File: src/rtl/iterative_divider_if.sv
// Start/Busy/Done handshake and operand/result bus for the iterative divider.
// The ALU control FSM takes the master side; the divider takes the slave side.
interface iterative_divider_if #(
   parameter int WIDTH = 4
);
   logic             Start;
   logic [WIDTH-1:0] A;
   logic [WIDTH-1:0] B;
   logic             Busy;
   logic             Done;
   logic [WIDTH-1:0] Q;
   logic [WIDTH-1:0] R;
   logic             DivZero;

   modport master (
      output Start, A, B,
      input  Busy, Done, Q, R, DivZero
   );

   modport slave (
      input  Start, A, B,
      output Busy, Done, Q, R, DivZero
   );
endinterface

File: src/rtl/iterative_divider.sv
// Multi-cycle unsigned restoring divider: one trial subtract and one quotient bit per clock.
// Q = A / B, R = A % B; divide-by-zero returns all-ones quotient, R = A, DivZero = 1.
module iterative_divider #(
   parameter int WIDTH = 4
) (
   input logic               clk,
   input logic               rst,
   iterative_divider_if.slave bus
);
   localparam int CW = $clog2(WIDTH + 1);

   typedef enum logic [1:0] {IDLE, RUN, FIN} state_t;

   state_t           state;
   logic [CW-1:0]    cnt;
   logic [WIDTH-1:0] rem;
   logic [WIDTH-1:0] dvd;
   logic [WIDTH-1:0] dvs;
   logic             dz_pend;

   logic [WIDTH:0]   shifted;
   logic [WIDTH:0]   trial;
   logic             borrow;
   logic [WIDTH-1:0] rem_nxt;
   logic [WIDTH-1:0] quo_nxt;

   // NOTE: the trial is one bit wider than the operands so its MSB is the borrow.
   always_comb begin
      shifted = {rem, dvd[WIDTH-1]};
      trial   = shifted - {1'b0, dvs};
      borrow  = trial[WIDTH];
      rem_nxt = borrow ? shifted[WIDTH-1:0] : trial[WIDTH-1:0];
      quo_nxt = {dvd[WIDTH-2:0], ~borrow};
   end

   // dvd doubles as the quotient shift register: dividend bits leave the top,
   // quotient bits enter the bottom.
   always_ff @(posedge clk) begin
      if (rst) begin
         state       <= IDLE;
         cnt         <= '0;
         rem         <= '0;
         dvd         <= '0;
         dvs         <= '0;
         dz_pend     <= 1'b0;
         bus.Busy    <= 1'b0;
         bus.Done    <= 1'b0;
         bus.Q       <= '0;
         bus.R       <= '0;
         bus.DivZero <= 1'b0;
      end else begin
         case (state)
            IDLE: begin
               bus.Done <= 1'b0;
               if (bus.Start) begin
                  dvd <= bus.A;
                  if (bus.B != '0) begin
                     dvs      <= bus.B;
                     rem      <= '0;
                     cnt      <= CW'(WIDTH);
                     bus.Busy <= 1'b1;
                     state    <= RUN;
                  end else begin
                     dz_pend <= 1'b1;
                     state   <= FIN;
                  end
               end
            end
            RUN: begin
               dvd <= quo_nxt;
               rem <= rem_nxt;
               cnt <= cnt - CW'(1);
               if (cnt == CW'(1)) begin
                  bus.Busy    <= 1'b0;
                  bus.Done    <= 1'b1;
                  bus.Q       <= quo_nxt;
                  bus.R       <= rem_nxt;
                  bus.DivZero <= 1'b0;
                  state       <= FIN;
               end
            end
            FIN: begin
               // Divide-by-zero spends one extra FIN cycle before publishing its result.
               if (dz_pend) begin
                  dz_pend     <= 1'b0;
                  bus.Done    <= 1'b1;
                  bus.Q       <= '1;
                  bus.R       <= dvd;
                  bus.DivZero <= 1'b1;
               end else begin
                  bus.Done <= 1'b0;
                  state    <= IDLE;
               end
            end
            default: state <= IDLE;
         endcase
      end
   end
endmodule
File: src/flat_wrapper.sv
// flat-port wrapper written by rule: the top's interface ports become plain ports
module iterative_divider_flat 
#(
   parameter int WIDTH = 4
)
  (clk, rst, bus_Start, bus_A, bus_B, bus_Busy, bus_Done, bus_Q, bus_R, bus_DivZero);
  iterative_divider_if #(.WIDTH(WIDTH)) bus_i ();
  input logic clk;
  input logic rst;
  input wire logic [$bits(bus_i.Start)-1:0] bus_Start;
  input wire logic [$bits(bus_i.A)-1:0] bus_A;
  input wire logic [$bits(bus_i.B)-1:0] bus_B;
  output wire logic [$bits(bus_i.Busy)-1:0] bus_Busy;
  output wire logic [$bits(bus_i.Done)-1:0] bus_Done;
  output wire logic [$bits(bus_i.Q)-1:0] bus_Q;
  output wire logic [$bits(bus_i.R)-1:0] bus_R;
  output wire logic [$bits(bus_i.DivZero)-1:0] bus_DivZero;
  assign bus_i.Start = bus_Start;
  assign bus_i.A = bus_A;
  assign bus_i.B = bus_B;
  assign bus_Busy = bus_i.Busy;
  assign bus_Done = bus_i.Done;
  assign bus_Q = bus_i.Q;
  assign bus_R = bus_i.R;
  assign bus_DivZero = bus_i.DivZero;
  iterative_divider #(.WIDTH(WIDTH)) u_core (.clk(clk), .rst(rst), .bus(bus_i));
endmodule
File: config.mk
export PLATFORM = sky130hd
export DESIGN_NAME = iterative_divider_flat
export DESIGN_NICKNAME = d
export VERILOG_FILES = /design/src/rtl/iterative_divider_if.sv /design/src/rtl/iterative_divider.sv /design/src/flat_wrapper.sv
export SDC_FILE = /design/constraint.sdc
export NUM_CORES = 1
export LEC_CHECK = 0
export CELL_PAD_IN_SITES_DETAIL_PLACEMENT = 0
export CELL_PAD_IN_SITES_GLOBAL_PLACEMENT = 1
export CORE_MARGIN = 2
export CORE_UTILIZATION = 37
export CTS_BUF_LIST = sky130_fd_sc_hd__clkbuf_16
export CTS_CLUSTER_SIZE = 10
export DETAILED_ROUTE_END_ITERATION = 10
export GPL_ROUTABILITY_DRIVEN = 0
export PLACE_DENSITY = 0.86
export SYNTH_ARGS = -nofsm -noshare
export SYNTH_HDL_FRONTEND = slang
export SYNTH_SLANG_ARGS = --single-unit
File: constraint.sdc
create_clock -name clk -period 2 [get_ports clk]
set_input_delay 0.2 -clock clk [delete_from_list [all_inputs] [get_ports clk]]
set_output_delay 0.2 -clock clk [all_outputs]
set_load 0.02 [all_outputs]
==> results of run 1 <==
kinds of logic (layout without fill, tap and decap cells):
| logic type | Yosys count | count (layout) | share of synthesized area (%) |
|---|---|---|---|
| AO/OA/AOI/OAI | 45 | 45 | 20.3 |
| XOR/XNOR | 3 | 4 | 2.86 |
| buffers and inverters | 26 | 59 | 6.83 |
| adder cells (fa/ha/maj) | 11 | 11 | 9.21 |
| multiplexers | 12 | 12 | 8.34 |
| AND/OR/NAND/NOR | 50 | 50 | 15.6 |
| flip-flops | 29 | 29 | 36.9 |
layer usage:
layer | vias up | global-route usage, % | part of all wire [%]
li1 | 688 | - | -
met3 | 12 | 3.49 | 3.6
met1 | 623 | 19.4 | 46
met4 | 0 | 9.37 | 3.0
met5 | - | 0 | 0
met2 | 27 | 26.6 | 48
worst paths after layout:
path / endpoint / depth (start not counted)
worst min register to register: u_core.bus.Done / 2
worst max-delay path: u_core.rem[2] / 8
worst min-delay path: u_core.bus.Done / 2
worst max register to register: u_core.rem[2] / 8
timing repair:
item / in CTS / in global routing
gates resized for setup: 2 / 6
setup buffers: 0 / 2
endpoints found under the hold margin: 0 / 0
endpoints found under the setup margin: 6 / 6
pin swaps: 2 / 2
cloned: 1 / 0
synthesized netlist by cell type (2+ instances only):
master / number / area, sq um
nand2_1: 5 / 18.8
mux2_4: 2 / 30.0
o22ai_1: 3 / 18.8
mux2i_1: 9 / 90.1
nand2b_1: 3 / 18.8
nor3_1: 2 / 10.0
clkbuf_1: 5 / 18.8
o21ai_1: 2 / 10.0
o21ai_0: 4 / 20.0
nor2_1: 29 / 109
inv_2: 3 / 11.3
inv_1: 15 / 56.3
ha_1: 10 / 125
a21oi_1: 9 / 45.0
o32ai_1: 4 / 35.0
buf_2: 2 / 10.0
dfxtp_1: 29 / 581
a211oi_1: 7 / 52.6
a22oi_1: 4 / 30.0
cell type report:
class / count / area [sq um] / area share (%)
Multi-Input combinational cell: 122 / 952 / 45.2
Sequential cell: 29 / 582 / 27.6
Timing Repair Buffer: 34 / 308 / 14.6
Clock buffer: 5 / 125 / 5.95
Inverter: 18 / 67.6 / 3.21
Tap cell: 50 / 62.6 / 2.97
Clock inverter: 2 / 7.51 / 0.357
placed cells by master (no fill, tap or decap), drive strengths merged, types with 6 or more instances in the layout:
cell           count
nand2              6
clkdlybuf4s50     21
dfxtp             29
a21oi             10
ha                10
a211oi             7
inv               19
o21ai              6
buf               13
nor2              29
mux2i              9
power groups by stage:
stage / Clock [mW] / Sequential [mW] / Combinational [mW]
after global placement: 0 / 0.853 / 1.68
after floorplan: 0 / 0.899 / 1.18
after CTS: 0.696 / 0.848 / 1.75
after detailed placement: 0 / 0.856 / 1.69
after global routing: 0.714 / 0.877 / 2.01
final: 0.681 / 0.852 / 1.81
registers in the layout, summed over array words and instances, names as in the netlist:
name / count
u_core.dvs: 4
u_core.dz_pend: 1
u_core.bus.Done: 1
u_core.rem: 4
u_core.state: 2
u_core.bus.Q: 4
u_core.dvd: 4
u_core.bus.Busy: 1
u_core.bus.R: 4
u_core.cnt: 3
u_core.bus.DivZero: 1
stage by stage:
step / instances / area (sq um)
global placement: 250 / 1900
global route: 260 / 2100
finish: 260 / 2100
detailed placement: 250 / 1900
floorplan: 176 / 1590
CTS: 258 / 2060
worst max-delay path, stage by stage, from the launching register on:
cell and delay, ns:
dfxtp_2 0.33, inv_2 0.05, ha_4 0.15, fa_2 0.33, nand2b_4 0.16, a21oi_4 0.22
xnor2_4 0.20, mux2i_2 0.27, o32ai_1 0.11
==> flow_summary.json, run 1 <==
{
  "run_status": "finished clean",
  "htreeDepth": 2,
  "startpoint_type": "register",
  "path_class": "register to register",
  "crit_fanout": 5,
  "syn_avg_cell_area_sq_um": 8.95,
  "area_delta_synth_final_pct": 33.6,
  "drive_gt1_share_pct": 20.0,
  "drv_cap": 0,
  "diodes": 0,
  "finalWorstSetupSlack_ns": 0.0604,
  "place_ws_ns": -0.0446,
  "hold_violations": 0,
  "tns_ns": 0,
  "cp-startpoint": "u_core.dvd[3]",
  "p_comb_share_pct": 54.2,
  "period_share_pct": 97.0,
  "hold_ws_ns": 0.482,
  "power_mw": 3.35,
  "timing.rr.start": "u_core.dvd[3]",
  "cts_made_buffers": 5,
  "grtUsageTotal_pct": 16.2,
  "clk_pin_slew_ns": 0.05,
  "grt_pass1_vias": 1364,
  "hp-class": "register to register",
  "end_kind": "register",
  "arrival_ns": 2.09,
  "cts_hold_buf": 0,
  "fin_util_pct": 51.9,
  "antenna_found_initial": 0,
  "drtIter0Drc": 51,
  "dieArea_sq_mm": 0.00480,
  "worstMarginPinSlew_ns": 0.534,
  "grt_setup_unrepaired": "true",
  "gr-total-overflow": 0,
  "num_rows": 23,
  "cts_buffer_depth": 2,
  "die_w_um": 69.3,
  "hp-start": "u_core.bus.Done",
  "p_int_mw": 2.04,
  "start_util_pct": 38.8,
  "drtAntennaViolNets": 0,
  "p_per_area_mw_per_mm2": 1590,
  "grt_pass1_wl_mm": 6.19,
  "ys_seq_area_share_pct": 36.9,
  "coreArea_sq_mm": 0.00406,
  "clk_latency_ns": 0.28,
  "ys_types": 48,
  "switchingPower_mw": 1.31,
  "wl_mm": 3.62,
  "async_flop_share_pct": 0,
  "ios": 22,
  "synth-edff-count": 0,
  "finalMaxSlewViolations": 0,
  "power_frac_clock_pct": 20.3,
  "cts_tree": "built",
  "dp_hpwl_mm": 2.66,
  "required_ns": 2.15,
  "min_period_ns": 1.94,
  "fmax_ghz": 0.516,
  "synth_ff_type": "dfxtp_1",
  "vias": 1350,
  "slew_headroom_pct": 64.4,
  "via_per_inst": 5.19,
  "syn_area_sq_mm": 0.00158,
  "drtPass1Iterations": 4,
  "fillers": 359,
  "leakage_nw": 0.840,
  "nets": 232,
  "post_drt_wl_per_cell_um": 13.9,
  "grt_max_degree": 16,
  "die_h_um": 69.3,
  "vdd_drop_max_uv": 736,
  "swShare_pct": 39.2,
  "clock_sinks": 29,
  "synthCells": 176,
  "route.detailed.drc": 0,
  "seqPwrFrac_pct": 25.5,
  "ys_ff_latch": 29,
  "clock-root-buffer": "clkbuf_16",
  "skew_ns": 0.00715,
  "numPortBuffers": 21,
  "final-setup-viol-count": 0,
  "synth_warnings": 0,
  "synth_nets": 198,
  "reg2reg_slack_ns": 0.06
}
No activity file was read; power rests on OpenSTA's default activity.
==> run 2, diff against run 1 <==
--- a/config.mk
+++ b/config.mk
@@ -7,13 +7,14 @@
 export LEC_CHECK = 0
 export CELL_PAD_IN_SITES_DETAIL_PLACEMENT = 0
 export CELL_PAD_IN_SITES_GLOBAL_PLACEMENT = 1
-export CORE_MARGIN = 2
-export CORE_UTILIZATION = 37
+export CORE_MARGIN = 4
+export CORE_UTILIZATION = 35
 export CTS_BUF_LIST = sky130_fd_sc_hd__clkbuf_16
+export CTS_CLUSTER_DIAMETER = 100
 export CTS_CLUSTER_SIZE = 10
 export DETAILED_ROUTE_END_ITERATION = 10
 export GPL_ROUTABILITY_DRIVEN = 0
-export PLACE_DENSITY = 0.86
+export PLACE_DENSITY = 0.83
 export SYNTH_ARGS = -nofsm -noshare
 export SYNTH_HDL_FRONTEND = slang
 export SYNTH_SLANG_ARGS = --single-unit
==> run 2 against run 1 <==
The flow now finishes with violations (negative setup slack). Fmax down 3.8%. Die area up 18%. Routed wire length up 8.2%. Register-to-register slack worse by 0.08 ns. Critical path depth up 1. Total power up 4.3%. Global-route usage down 1.0 points. Count of clock-buffer cells in the layout unchanged. Critical path type unchanged. Largest power group unchanged. Highest routed layer unchanged.
==> flow_summary.json, run 2 (synthesized netlist as in run 1, its figures left out) <==
{
  "cp_slowest_cell": "fa_2",
  "fmax_ghz": 0.496,
  "p_per_area_mw_per_mm2": 1620,
  "min_period_ns": 2.02,
  "worstMarginPinSlew_ns": 0.564,
  "drtAntennaViolNets": 0,
  "final_common_cell": "nor2_1",
  "area_delta_synth_final_pct": 36.5,
  "grtUsageTotal_pct": 15.2,
  "skew_ns": 0.00468,
  "die_h_um": 75.1,
  "post_drt_wl_per_cell_um": 15.0,
  "numPortBuffers": 21,
  "required_ns": 2.16,
  "critPathMaxStageDelay_ns": 0.34,
  "wl_mm": 3.92,
  "vias": 1374,
  "run_status": "finished with violations",
  "drtPass1Iterations": 4,
  "antenna_found_initial": 0,
  "num_rows": 24,
  "fin_util_pct": 49.4,
  "grt_busiest_layer": "met2",
  "startpoint_type": "register",
  "grtUsageMet2_pct": 24.1,
  "violations": "negative setup slack",
  "route.detailed.drc": 0,
  "leakage_nw": 0.855,
  "nets": 231,
  "final_cell_mix": "nor2_1, dfxtp_1, clkdlybuf4s50_1",
  "hp-class": "register to register",
  "coreArea_sq_mm": 0.00435,
  "htreeDepth": 2,
  "use_met3_pct": 6.41,
  "diodes": 0,
  "die_w_um": 75.1,
  "final-setup-viol-count": 4,
  "hold_violations": 0,
  "cts_buffer_depth": 2,
  "slew_headroom_pct": 62.4,
  "ios": 22,
  "gr-total-overflow": 0,
  "grt_pass1_vias": 1358,
  "drtIter0Drc": 64,
  "clk_pin_slew_ns": 0.05,
  "vdd_drop_max_uv": 911,
  "grt_max_degree": 15,
  "clk_latency_ns": 0.28,
  "path_class": "register to register",
  "place_ws_ns": -0.0595,
  "grt_setup_unrepaired": "true",
  "finalMaxSlewViolations": 0,
  "arrival_ns": 2.18,
  "drive_gt1_share_pct": 21.0,
  "crit_chain": "inv_2 > ha_4 > fa_2 > nand2b_4 > a21oi_4 > xnor2_4 > buf_4 > mux2i_1 > a211oi_1",
  "cts_made_buffers": 5,
  "dieArea_sq_mm": 0.00564,
  "clock-root-buffer": "clkbuf_16",
  "crit_fanout": 5,
  "start_util_pct": 36.2,
  "clock_sinks": 29,
  "dp_hpwl_mm": 2.71,
  "finalWorstSetupSlack_ns": -0.0171,
  "grt_pass1_wl_mm": 6.36,
  "power_mw": 3.49,
  "end_kind": "register",
  "via_per_inst": 5.24,
  "drv_cap": 0,
  "period_share_pct": 101,
  "tns_ns": -0.0548,
  "met1_usage_pct": 17.6,
  "cts_tree": "built"
}
[run 2: layout make-up]
| cell class | instances | area [sq um] |
|---|---|---|
| multi-input combinational | 122 | 986 |
| inverter | 18 | 67.6 |
| clock buffer | 5 | 125 |
| sequential | 29 | 582 |
| clock inverter | 3 | 12.5 |
| timing repair buffer | 33 | 313 |
| tap | 52 | 65.1 |
| fill | 405 | 2200 |
[run 2: per-stage QoR]
step | area [sq um] | hold WS [ns] | instances
global route | 2150 | 0.530 | 262
finish | 2150 | 0.477 | 262
global placement | 1900 | 0.464 | 251
CTS | 2070 | 0.485 | 260
floorplan | 1590 | 0.361 | 176
detailed placement | 1900 | 0.472 | 251
[run 2: power by group]
group,switching [mW],internal [mW]
logic,1.00,0.926
clock network,0.254,0.448
registers,0.126,0.737
[run 2: final timing paths]
path	slack, ns	end	from	cells past startpoint
worst max-delay path	-0.02	u_core.bus.R[0]	u_core.dvd[3]	9
worst min register to register	0.48	u_core.bus.Done	u_core.bus.Done	2
worst max register to register	-0.02	u_core.bus.R[0]	u_core.dvd[3]	9
worst min-delay path	0.48	u_core.bus.Done	u_core.bus.Done	2
[run 2: critical path: cells and delay by family, from the launching register on]
family | cells | cell delay (ns)
AND/OR/NAND/NOR | 1 | 0.16
AO/OA/AOI/OAI | 2 | 0.31
XOR/XNOR | 1 | 0.20
adder cells (fa/ha/maj) | 2 | 0.49
buffers and inverters | 2 | 0.21
flip-flops | 1 | 0.33
multiplexers | 1 | 0.20
[run 2: what timing repair did]
item | 4_1_cts | 5_1_grt
hold buffers | 0 | 0
setup buffers | 0 | 2
endpoints found under the setup margin | 4 | 7
gates cloned | 1 | 0
pin swaps | 2 | 6
gates resized for setup | 3 | 8
[run 2: routing by layer]
metal | routed length, um | part of all wire [%]
met4 | 100 | 2.6
met1 | 1700 | 43
met5 | 0 | 0
met3 | 166 | 4.2
met2 | 1950 | 50
